<file path="src/rtl/mem_access_unit_pkg.sv">
// mips_mem_pkg: shared encodings for the data-memory access path.
//   - access size codes (2'b11 is treated as a word everywhere)
//   - FSM state encoding for mem_access_unit
//   - latched request record and the alignment check
package mips_mem_pkg;

  localparam logic [1:0] SZ_BYTE = 2'b00;
  localparam logic [1:0] SZ_HALF = 2'b01;
  localparam logic [1:0] SZ_WORD = 2'b10;

  typedef enum logic [1:0] {
    MA_IDLE = 2'd0,
    MA_RD   = 2'd1,
    MA_WR   = 2'd2,
    MA_RESP = 2'd3
  } ma_state_e;

  // Fields captured on the accept edge; the bus is driven only from these.
  typedef struct packed {
    logic        we;
    logic [1:0]  size;
    logic        sgn;
    logic [31:0] addr;
    logic [31:0] wdata;
  } ma_req_t;

  // Bytes are always aligned. Halfwords need addr[0]=0. Words, and the
  // reserved size code that behaves as a word, need addr[1:0]=0.
  function automatic logic is_misaligned(input logic [1:0] size,
                                         input logic [1:0] off);
    logic mis;
    case (size)
      SZ_BYTE: mis = 1'b0;
      SZ_HALF: mis = off[0];
      default: mis = (off != 2'b00);
    endcase
    return mis;
  endfunction

endpackage

</file>
<file path="src/rtl/mem_access_unit_if.sv">
// mem_access_unit_if: bundles the MEM-stage request/response signals and the
// data-memory handshake of mem_access_unit.
//   slave  : view of the access unit (takes requests, drives memory)
//   master : view of the surroundings (pipeline + memory model)
// Signals:
//   req_valid/req_we/req_size/req_signed/req_addr/req_wdata : request
//   busy, rsp_valid, rsp_rdata, rsp_err                      : status/response
//   mRD, mWR, DataAddr, DataIn, DataOut                      : memory port
interface mem_access_unit_if;
  logic        req_valid;
  logic        req_we;
  logic [1:0]  req_size;
  logic        req_signed;
  logic [31:0] req_addr;
  logic [31:0] req_wdata;

  logic        busy;
  logic        rsp_valid;
  logic [31:0] rsp_rdata;
  logic        rsp_err;

  logic        mRD;
  logic        mWR;
  logic [31:0] DataAddr;
  logic [31:0] DataIn;
  logic [31:0] DataOut;

  modport slave (
    input  req_valid, req_we, req_size, req_signed, req_addr, req_wdata,
    input  DataOut,
    output busy, rsp_valid, rsp_rdata, rsp_err,
    output mRD, mWR, DataAddr, DataIn
  );

  modport master (
    output req_valid, req_we, req_size, req_signed, req_addr, req_wdata,
    output DataOut,
    input  busy, rsp_valid, rsp_rdata, rsp_err,
    input  mRD, mWR, DataAddr, DataIn
  );
endinterface

</file>
<file path="src/rtl/mem_access_unit_lane_align.sv">
// mem_lane_align: purely combinational big-endian byte-lane logic.
//   i_offset : byte offset within the word (addr[1:0])
//   i_size   : access size code
//   i_signed : sign-extend loads when 1
//   i_rbuf   : word read from memory
//   i_wdata  : right-justified store data
//   o_merged : i_rbuf with the addressed lane(s) replaced by store data
//   o_load   : addressed lane right-justified and extended
// Lane k (offset k) lives in bits [31-8k -: 8], i.e. packed byte index 3-k.
module mem_lane_align
  import mips_mem_pkg::*;
(
  input  logic [1:0]  i_offset,
  input  logic [1:0]  i_size,
  input  logic        i_signed,
  input  logic [31:0] i_rbuf,
  input  logic [31:0] i_wdata,
  output logic [31:0] o_merged,
  output logic [31:0] o_load
);

  logic [3:0][7:0] w_rbuf_b;
  logic [3:0][7:0] w_wdata_b;
  logic [3:0][7:0] w_merged_b;

  assign w_rbuf_b  = i_rbuf;
  assign w_wdata_b = i_wdata;
  assign o_merged  = w_merged_b;

  // Per-lane merge: each lane decides whether it is written and which store
  // byte lands on it; everything else passes rbuf through untouched.
  for (genvar k = 0; k < 4; k++) begin : g_lane
    localparam logic [1:0] LANE = 2'(k);
    logic       w_hit;
    logic [7:0] w_byte;

    always_comb begin
      w_hit  = 1'b0;
      w_byte = 8'h00;
      case (i_size)
        SZ_BYTE: begin
          w_hit  = (i_offset == LANE);
          w_byte = w_wdata_b[0];
        end
        SZ_HALF: begin
          // Upper lane of the halfword takes wdata[15:8], lower takes [7:0].
          w_hit  = (i_offset[1] == LANE[1]);
          w_byte = LANE[0] ? w_wdata_b[0] : w_wdata_b[1];
        end
        default: begin
          w_hit  = 1'b1;
          w_byte = w_wdata_b[3-k];
        end
      endcase
    end

    assign w_merged_b[3-k] = w_hit ? w_byte : w_rbuf_b[3-k];
  end

  // Load extract.
  always_comb begin
    logic [7:0]  w_b;
    logic [15:0] w_h;
    w_b    = w_rbuf_b[2'd3 - i_offset];
    w_h    = i_offset[1] ? i_rbuf[15:0] : i_rbuf[31:16];
    o_load = i_rbuf;
    case (i_size)
      SZ_BYTE: o_load = {{24{i_signed & w_b[7]}}, w_b};
      SZ_HALF: o_load = {{16{i_signed & w_h[15]}}, w_h};
      default: o_load = i_rbuf;
    endcase
  end

endmodule

</file>
<file path="src/rtl/mem_access_unit.sv">
// mem_access_unit: one-at-a-time load/store initiator for the word-indexed,
// big-endian 32-bit data memory. Sub-word stores are read-modify-write.
//   CLK : clock, rising edge active
//   RST : synchronous active-high reset
//   bus : mem_access_unit_if.slave (request, response, memory port)
// Flow: IDLE -> (RD) -> (WR) -> RESP -> IDLE. Misaligned requests go straight
// to RESP with rsp_err. Memory-port outputs are decoded from the registered
// state and latched request only, never from req_*.
module mem_access_unit
  import mips_mem_pkg::*;
(
  input  logic             CLK,
  input  logic             RST,
  mem_access_unit_if.slave bus
);

  ma_state_e   r_state;
  ma_req_t     r_req;
  logic [31:0] r_rbuf;
  logic        r_rsp_valid;
  logic        r_rsp_err;
  logic [31:0] r_rsp_rdata;

  logic [31:0] w_src;
  logic [31:0] w_merged;
  logic [31:0] w_load;
  logic        w_in_rd;
  logic        w_in_wr;

  assign w_in_rd = (r_state == MA_RD);
  assign w_in_wr = (r_state == MA_WR);

  // During RD the load result is taken straight from DataOut so it can be
  // registered on the same edge that captures rbuf; in WR the merge works
  // from the captured rbuf.
  assign w_src = w_in_rd ? bus.DataOut : r_rbuf;

  mem_lane_align u_align (
    .i_offset (r_req.addr[1:0]),
    .i_size   (r_req.size),
    .i_signed (r_req.sgn),
    .i_rbuf   (w_src),
    .i_wdata  (r_req.wdata),
    .o_merged (w_merged),
    .o_load   (w_load)
  );

  always_ff @(posedge CLK) begin
    if (RST) begin
      r_state     <= MA_IDLE;
      r_req       <= '0;
      r_rbuf      <= '0;
      r_rsp_valid <= 1'b0;
      r_rsp_err   <= 1'b0;
      r_rsp_rdata <= '0;
    end else begin
      // Response fields are one-cycle pulses; only transitions into RESP
      // set them.
      r_rsp_valid <= 1'b0;
      r_rsp_err   <= 1'b0;
      r_rsp_rdata <= '0;
      case (r_state)
        MA_IDLE: begin
          if (bus.req_valid) begin
            r_req <= '{we:    bus.req_we,
                       size:  bus.req_size,
                       sgn:   bus.req_signed,
                       addr:  bus.req_addr,
                       wdata: bus.req_wdata};
            if (is_misaligned(bus.req_size, bus.req_addr[1:0])) begin
              r_state     <= MA_RESP;
              r_rsp_valid <= 1'b1;
              r_rsp_err   <= 1'b1;
            end else if (bus.req_we && bus.req_size[1]) begin
              r_state <= MA_WR;            // full word store: no read needed
            end else begin
              r_state <= MA_RD;            // loads and sub-word stores
            end
          end
        end
        MA_RD: begin
          r_rbuf <= bus.DataOut;
          if (r_req.we) begin
            r_state <= MA_WR;
          end else begin
            r_state     <= MA_RESP;
            r_rsp_valid <= 1'b1;
            r_rsp_rdata <= w_load;
          end
        end
        MA_WR: begin
          r_state     <= MA_RESP;
          r_rsp_valid <= 1'b1;
        end
        default: r_state <= MA_IDLE;       // MA_RESP
      endcase
    end
  end

  assign bus.busy      = (r_state != MA_IDLE);
  assign bus.rsp_valid = r_rsp_valid;
  assign bus.rsp_err   = r_rsp_err;
  assign bus.rsp_rdata = r_rsp_rdata;

  assign bus.mRD      = w_in_rd;
  // RST gates the write strobe directly so a reset cycle never writes.
  assign bus.mWR      = w_in_wr & ~RST;
  assign bus.DataAddr = (w_in_rd | w_in_wr) ? {2'b00, r_req.addr[31:2]} : 32'h0;
  assign bus.DataIn   = w_in_wr ? w_merged : 32'h0;

endmodule

</file>
<file path="src/flat_wrapper.sv">
// flat-port wrapper written by rule: the top's interface ports become plain ports
module mem_access_unit_flat import mips_mem_pkg::*;
  (CLK, RST, bus_req_valid, bus_req_we, bus_req_size, bus_req_signed, bus_req_addr, bus_req_wdata, bus_DataOut, bus_busy, bus_rsp_valid, bus_rsp_rdata, bus_rsp_err, bus_mRD, bus_mWR, bus_DataAddr, bus_DataIn);
  mem_access_unit_if bus_i ();
  input  logic CLK;
  input  logic RST;
  input wire logic [$bits(bus_i.req_valid)-1:0] bus_req_valid;
  input wire logic [$bits(bus_i.req_we)-1:0] bus_req_we;
  input wire logic [$bits(bus_i.req_size)-1:0] bus_req_size;
  input wire logic [$bits(bus_i.req_signed)-1:0] bus_req_signed;
  input wire logic [$bits(bus_i.req_addr)-1:0] bus_req_addr;
  input wire logic [$bits(bus_i.req_wdata)-1:0] bus_req_wdata;
  input wire logic [$bits(bus_i.DataOut)-1:0] bus_DataOut;
  output wire logic [$bits(bus_i.busy)-1:0] bus_busy;
  output wire logic [$bits(bus_i.rsp_valid)-1:0] bus_rsp_valid;
  output wire logic [$bits(bus_i.rsp_rdata)-1:0] bus_rsp_rdata;
  output wire logic [$bits(bus_i.rsp_err)-1:0] bus_rsp_err;
  output wire logic [$bits(bus_i.mRD)-1:0] bus_mRD;
  output wire logic [$bits(bus_i.mWR)-1:0] bus_mWR;
  output wire logic [$bits(bus_i.DataAddr)-1:0] bus_DataAddr;
  output wire logic [$bits(bus_i.DataIn)-1:0] bus_DataIn;
  assign bus_i.req_valid = bus_req_valid;
  assign bus_i.req_we = bus_req_we;
  assign bus_i.req_size = bus_req_size;
  assign bus_i.req_signed = bus_req_signed;
  assign bus_i.req_addr = bus_req_addr;
  assign bus_i.req_wdata = bus_req_wdata;
  assign bus_i.DataOut = bus_DataOut;
  assign bus_busy = bus_i.busy;
  assign bus_rsp_valid = bus_i.rsp_valid;
  assign bus_rsp_rdata = bus_i.rsp_rdata;
  assign bus_rsp_err = bus_i.rsp_err;
  assign bus_mRD = bus_i.mRD;
  assign bus_mWR = bus_i.mWR;
  assign bus_DataAddr = bus_i.DataAddr;
  assign bus_DataIn = bus_i.DataIn;
  mem_access_unit u_core (.CLK(CLK), .RST(RST), .bus(bus_i));
endmodule
</file>
<file path="config.mk">
export PLATFORM = sky130hd
export DESIGN_NAME = mem_access_unit_flat
export DESIGN_NICKNAME = d
export VERILOG_FILES = /design/src/rtl/mem_access_unit_pkg.sv /design/src/rtl/mem_access_unit_if.sv /design/src/rtl/mem_access_unit_lane_align.sv /design/src/rtl/mem_access_unit.sv /design/src/flat_wrapper.sv
export SDC_FILE = /design/constraint.sdc
export NUM_CORES = 1
export LEC_CHECK = 0
export ABC_CLOCK_PERIOD_IN_PS = 1900
export CAP_MARGIN = 10
export CORE_AREA = 2 2 136 125
export DETAILED_ROUTE_END_ITERATION = 8
export DIE_AREA = 0 0 138 127
export PLACE_DENSITY = 0.72
export SYNTH_ARGS = -nofsm -noshare
export SYNTH_HDL_FRONTEND = slang
export SYNTH_SLANG_ARGS = --single-unit
</file>
<file path="constraint.sdc">
create_clock -name CLK -period 1.9 [get_ports CLK]
set_input_delay 0.38 -clock CLK [delete_from_list [all_inputs] [get_ports CLK]]
set_output_delay 0.38 -clock CLK [all_outputs]
set_load 0.1 [all_outputs]
</file>
# After elaboration in Yosys (flattened, before gate mapping)
# Index checks and enable logic that the tools add are counted.
# word_totals
register_bits	136
latchBits	0
ramBits	0
mem_bits_ro	0
elab_cells	70
mem_count	0
# classes
n_addsub	1
n_mul	0
n_div	0
magnitude_cmp	1
n_eq_ne	8
shift	0
mux	31
bitwise	8
n_reduce_logical	11
# op_table
op	n
$mux 32	2
$pmux 32 s2	1
$mux 8	7
$mux 30	1
$bmux 8 s2	1
$mux 16	1
$pmux 8 s2	1
$pmux 1 s2	5
$eq 2x1->1 const B	4
$logic_not 2->1	4
$mux 1	7
$eq 2x2->1 const B	3
$mux 2	3
$pmux 2 s3	1
$not 1->1	4
$reduce_bool 2->1	2
$reduce_or 2->1	2
$and 1x1->1	3
$lt 2x3->1 const B	1
$pmux 1 s3	1
$reduce_or 3->1	1
$ne 2x2->1 const B	1
$reduce_and 2->1	1
$sub 2x2->2 const A	1
2 further kinds	2

# Longest topological paths before layout
# depth
word_depth	8
mapped_depth	8
depth_no_buf	6

# By module
# Synthesis repeated with hierarchy kept, for this count alone.
# hier_totals
cells_unflattened	758
hier_area_um2	6597.6
# modules_own_cells
mod	n_inst	cells_each	area_per_inst_um2
mem_access_unit	1	568	5143.7
mem_lane_align	1	190	1453.9

# Worst setup path before layout
# No wires, ideal clock.
# synth_path
path_type	register to output
startpoint	reg u_core.r_state[1]
endpoint	out bus_DataIn[16]
t_arrival_ps	4235
required_ps	1520
slack_ps	-2715
stages_incl_launch_ff	8
n_path_buf	2
path_cell_list	dfxtp_1 inv_1 ha_1 buf_4 buf_2 mux2_2 nor2_1 a211oi_1
# synth_between
elab_chain_len	4
# synth_rtl
element	line_no	source
start: declaration	mem_access_unit.sv:17	ma_state_e r_state;
start signal: assignment	mem_access_unit.sv:50	r_state <= MA_IDLE;
start signal: assignment	mem_access_unit.sv:71	r_state <= MA_RESP;
start signal: assignment	mem_access_unit.sv:75	r_state <= MA_WR;
$eq 2x1->1	mem_access_unit.sv:30	assign w_in_rd = (r_state == MA_RD);
net bus_mRD	flat_wrapper.sv:18	output wire logic [$bits(bus_i.mRD)-1:0] bus_mRD;
$mux 32	n/a	
$mux 8	mem_access_unit_lane_align.sv:57	assign w_merged_b[3-k] = w_hit ? w_byte : w_rbuf_b[3-k];
$mux 32	mem_access_unit.sv:109	assign bus.DataIn = w_in_wr ? w_merged : 32'h0;
end: declaration	flat_wrapper.sv:21	output wire logic [$bits(bus_i.DataIn)-1:0] bus_DataIn;
# The timed path passes the listed nets, and every way through them passes these cells.

# Worst setup path after layout
# layout_path
startpoint	reg u_core.r_state[1]
endpoint	out bus_DataIn[13]
# layout_between
elab_chain_len	4
# layout_rtl
element	line_no
$eq 2x1->1	mem_access_unit.sv:30
$mux 32	n/a
$mux 8	mem_access_unit_lane_align.sv:57
$mux 32 *	mem_access_unit.sv:109
# Mark *: on every way between the ends. The rest lies on a longest branch, timed or not.

==> impl_metrics.csv <==
group,metric,value,unit
status,status,"finished with violations",
status,violations,"negative setup slack",
cts,path_clk_slew,60,ps
pwr,powerDensity,1594,mW/mm²
detailed_routing,drt_iter0_drc,533,
place,placedCellCount,1201,
yosys,synth-seq-cells,136,
cts,numCtsBuffers,17,
die,start_util,38.52,%
min_path,hold_path_end,"u_core.r_rbuf[7]",
yosys,syn_area,0.006150,mm²
cells_and_area,drive_gt1_share,40.81,%
yosys,async_flop_share,0,%
global_routing,grt_max_degree,76,
sta,max-slew-margin-rel,62.40,%
cells_and_area,fin_area,0.01174,mm²
detailed_routing,via_per_inst,5.211,
critical_path,cp.required,1520,ps
sta,max_freq,415.5,MHz
critical_path,path_class,"flip-flop to output port",
critical_path,crit_fanout,7,
critical_path,regToRegStartpoint,"u_core.r_state[1]",
die,core,0.01597,mm²
detailed_routing,postRouteAntennaNets,0,
cells_and_area,final_common_cell,"nand2_1",
min_path,min_path_type,"primary input to flip-flop",
cts,cts.path.max_buffers,2,
detailed_routing,firstDrtPassIters,7,
sta,post-route-period-util,126.7,%
place,gp_congestion,0.8285,
cells_and_area,mostFrequentLayoutCells,"173 x nand2_1, 130 x dfxtp_1, 116 x buf_4, 101 x clkdlybuf4s50_1, 82 x a21oi_1",
detailed_routing,drc,0,
sta,worst_slew_pin_slew,564.0,ps
place,dp.final_hpwl,16.04,mm
detailed_routing,vias,6581,
cells_and_area,areaGrowthSynthToFinish,90.86,%
global_routing,grt_usage,26.27,%
critical_path,reg2reg_slack,-350,ps
yosys,ys_seq_area_share,44.27,%
cts,postCtsHoldBufs,0,
sta,setup_viol,92,
yosys,synth_edf_count,0,
detailed_routing,wl_per_cell,18.90,µm
critical_path,cpMaxStageDelayCell,"mux2i_2",
yosys,ys_warn_count,0,
cts,cts_max_level,4,
sta,whs,308.0,ps
die,pin_count,204,
sta,hold_violations,0,
cells_and_area,final.fill_count,1074,
yosys,synthCells,758,
global_routing,grt_pass1_wl,35.85,mm
die,num_rows,44,
critical_path,startpoint_type,"flip-flop",
cts,cts_sinks,136,
die,fp.dieArea,0.01753,mm²
sta,rsz0062_at_grt,"true",
critical_path,crit_arrival,2030,ps
cts,root_buffer,"clkbuf_16",
sta,slew_violations,0,
pwr,total_power,0.01871,W
critical_path,r2r-end,"u_core.bus.rsp_rdata[27]",
place,io_buffers,201,
critical_path,cpMostUsedCell,"buf_12",
sta,worst_slack,-506.6,ps
job,max_cap_viol_count,0,
global_routing,antenna_found_initial,0,
global_routing,first_global_vias,6499,
cells_and_area,antenna_cells,0,
yosys,ys_types,40,
global_routing,overflow,0,
cts,cts_tree,"built",
critical_path,reg2regPathDepth,11,
cells_and_area,final_cells,1263,
critical_path,max_stage_delay,350,ps
die,die_w,138,µm
yosys,syn_avg_cell_area,8.113,µm²
place,place_ws,-194.3,ps
critical_path,end_kind,"output port",
detailed_routing,wirelength,23.87,mm
place,placed_area,0.01024,mm²
yosys,synth_ff_type,"dfxtp_1",
min_path,hold_depth,2,
die,die_height,127,µm
cells_and_area,final_nets,1150,
sta,period_minus_slack,2407,ps
critical_path,crit_chain,"inv_2 -> ha_4 -> buf_12 -> buf_12 -> mux2i_2 -> a211oi_4 -> buf_12",
sta,fin_skew,7.280,ps
pwr,p_leak,4.391,nW
pwr,ir_worst_vdd,0.9582,mV
cts,clkLatencyLatePin,430,ps
min_path,hp-start,"RST",
## repair_timing
item / in CTS / in global routing
hold endpoints to repair: 0 / 0
gates resized for setup: 114 / 41
cloned: 7 / 0
setup endpoints to repair: 68 / 94
pin swaps: 23 / 48
buffers inserted: 19 / 13
## cell usage after synthesis, types with 3 or more instances
master    count  share of area [%]
mux2i_1      34                5.5
nand2_1     180                 11
nand2b_1      8               0.81
nor2b_1      11                1.1
a21oi_1      92                7.5
o21ai_0       3               0.24
mux2_2       15                2.7
buf_1         4               0.24
or3_1         8               0.81
a211oi_1     33                4.0
nor2_1       51                3.1
clkbuf_1     36                2.2
o211ai_1     13                1.6
buf_4         7               0.85
ha_1          4               0.81
and2_1       46                4.7
dfxtp_1     136                 44
a31oi_1      29                3.0
inv_1         9               0.55
buf_2        14                1.1
## area by class of cell
class	instances	area, µm²	area share [%]
multi-input combinational	551	4188	35.68
timing repair buffer	328	3901	33.24
sequential	136	2738	23.32
clock buffer	18	429.2	3.656
tap	207	259.0	2.207
clock inverter	14	172.7	1.471
inverter	9	50.05	0.4264
## how the worst max path moves through the flow
stage	endpoint	depth (start not counted)	startpoint
after detailed placement	bus_DataIn[31]	5	bus_DataOut[31]
after CTS	bus_DataIn[10]	7	u_core.r_state[1]
after floorplan	bus_DataIn[16]	7	u_core.r_state[1]
after global routing	bus_DataIn[13]	7	u_core.r_state[1]
after global placement	bus_DataIn[31]	5	bus_DataOut[31]
final	bus_DataIn[13]	7	u_core.r_state[1]
## stage by stage
stage	util, %	TNS (ps)
3_5_place_dp	64.12	-5016
2_1_floorplan	-	-22520
5_1_grt	73.52	-31130
4_1_cts	72.16	-28010
6_report	73.52	-26990
3_3_place_gp	64.12	-4038
## sequential cells by signal, indices dropped and copies added (netlist names)
name and flops:
u_core.r_req 68, u_core.bus.rsp_rdata 32, u_core.r_rbuf 32, u_core.r_state 2
u_core.bus.rsp_err 1, u_core.bus.rsp_valid 1
## worst max-delay path: cells and delay by family (launching register included)
family | cells | cell delay [ps]
buffers and inverters | 4 | 560
multiplexers | 1 | 350
flip-flops | 1 | 320
adder cells (fa/ha/maj) | 1 | 240
AO/OA/AOI/OAI | 1 | 120
## logic make-up (layout without fill, tap and decap cells)
family          Yosys count  count (layout)  synth area share [%]
simple gates            312             312                 22.81
fa+ha+maj                 4               4                0.8139
mux                      50              50                 8.525
buf+inv                  72             369                 5.351
flops                   136             136                 44.27
other cells               1               2               0.06098
compound gates          183             183                 18.17
## layer usage
layer | vias up | wire [µm] | GRT usage (%)
met5 | - | 0 | 0
met4 | 0 | 671 | 10.74
met3 | 44 | 1730 | 6.522
met2 | 296 | 11480 | 42.78
met1 | 3110 | 9990 | 33.66
li1 | 3131 | - | -
## power breakdown
part	total (W)	internal [W]	switching [W]
sequential	0.00367	0.00336	0.000309
combinational	0.0116	0.00492	0.00670
clock	0.00342	0.00207	0.00135
total	0.0187	0.0104	0.00835
(Power assumes the default switching activity.)
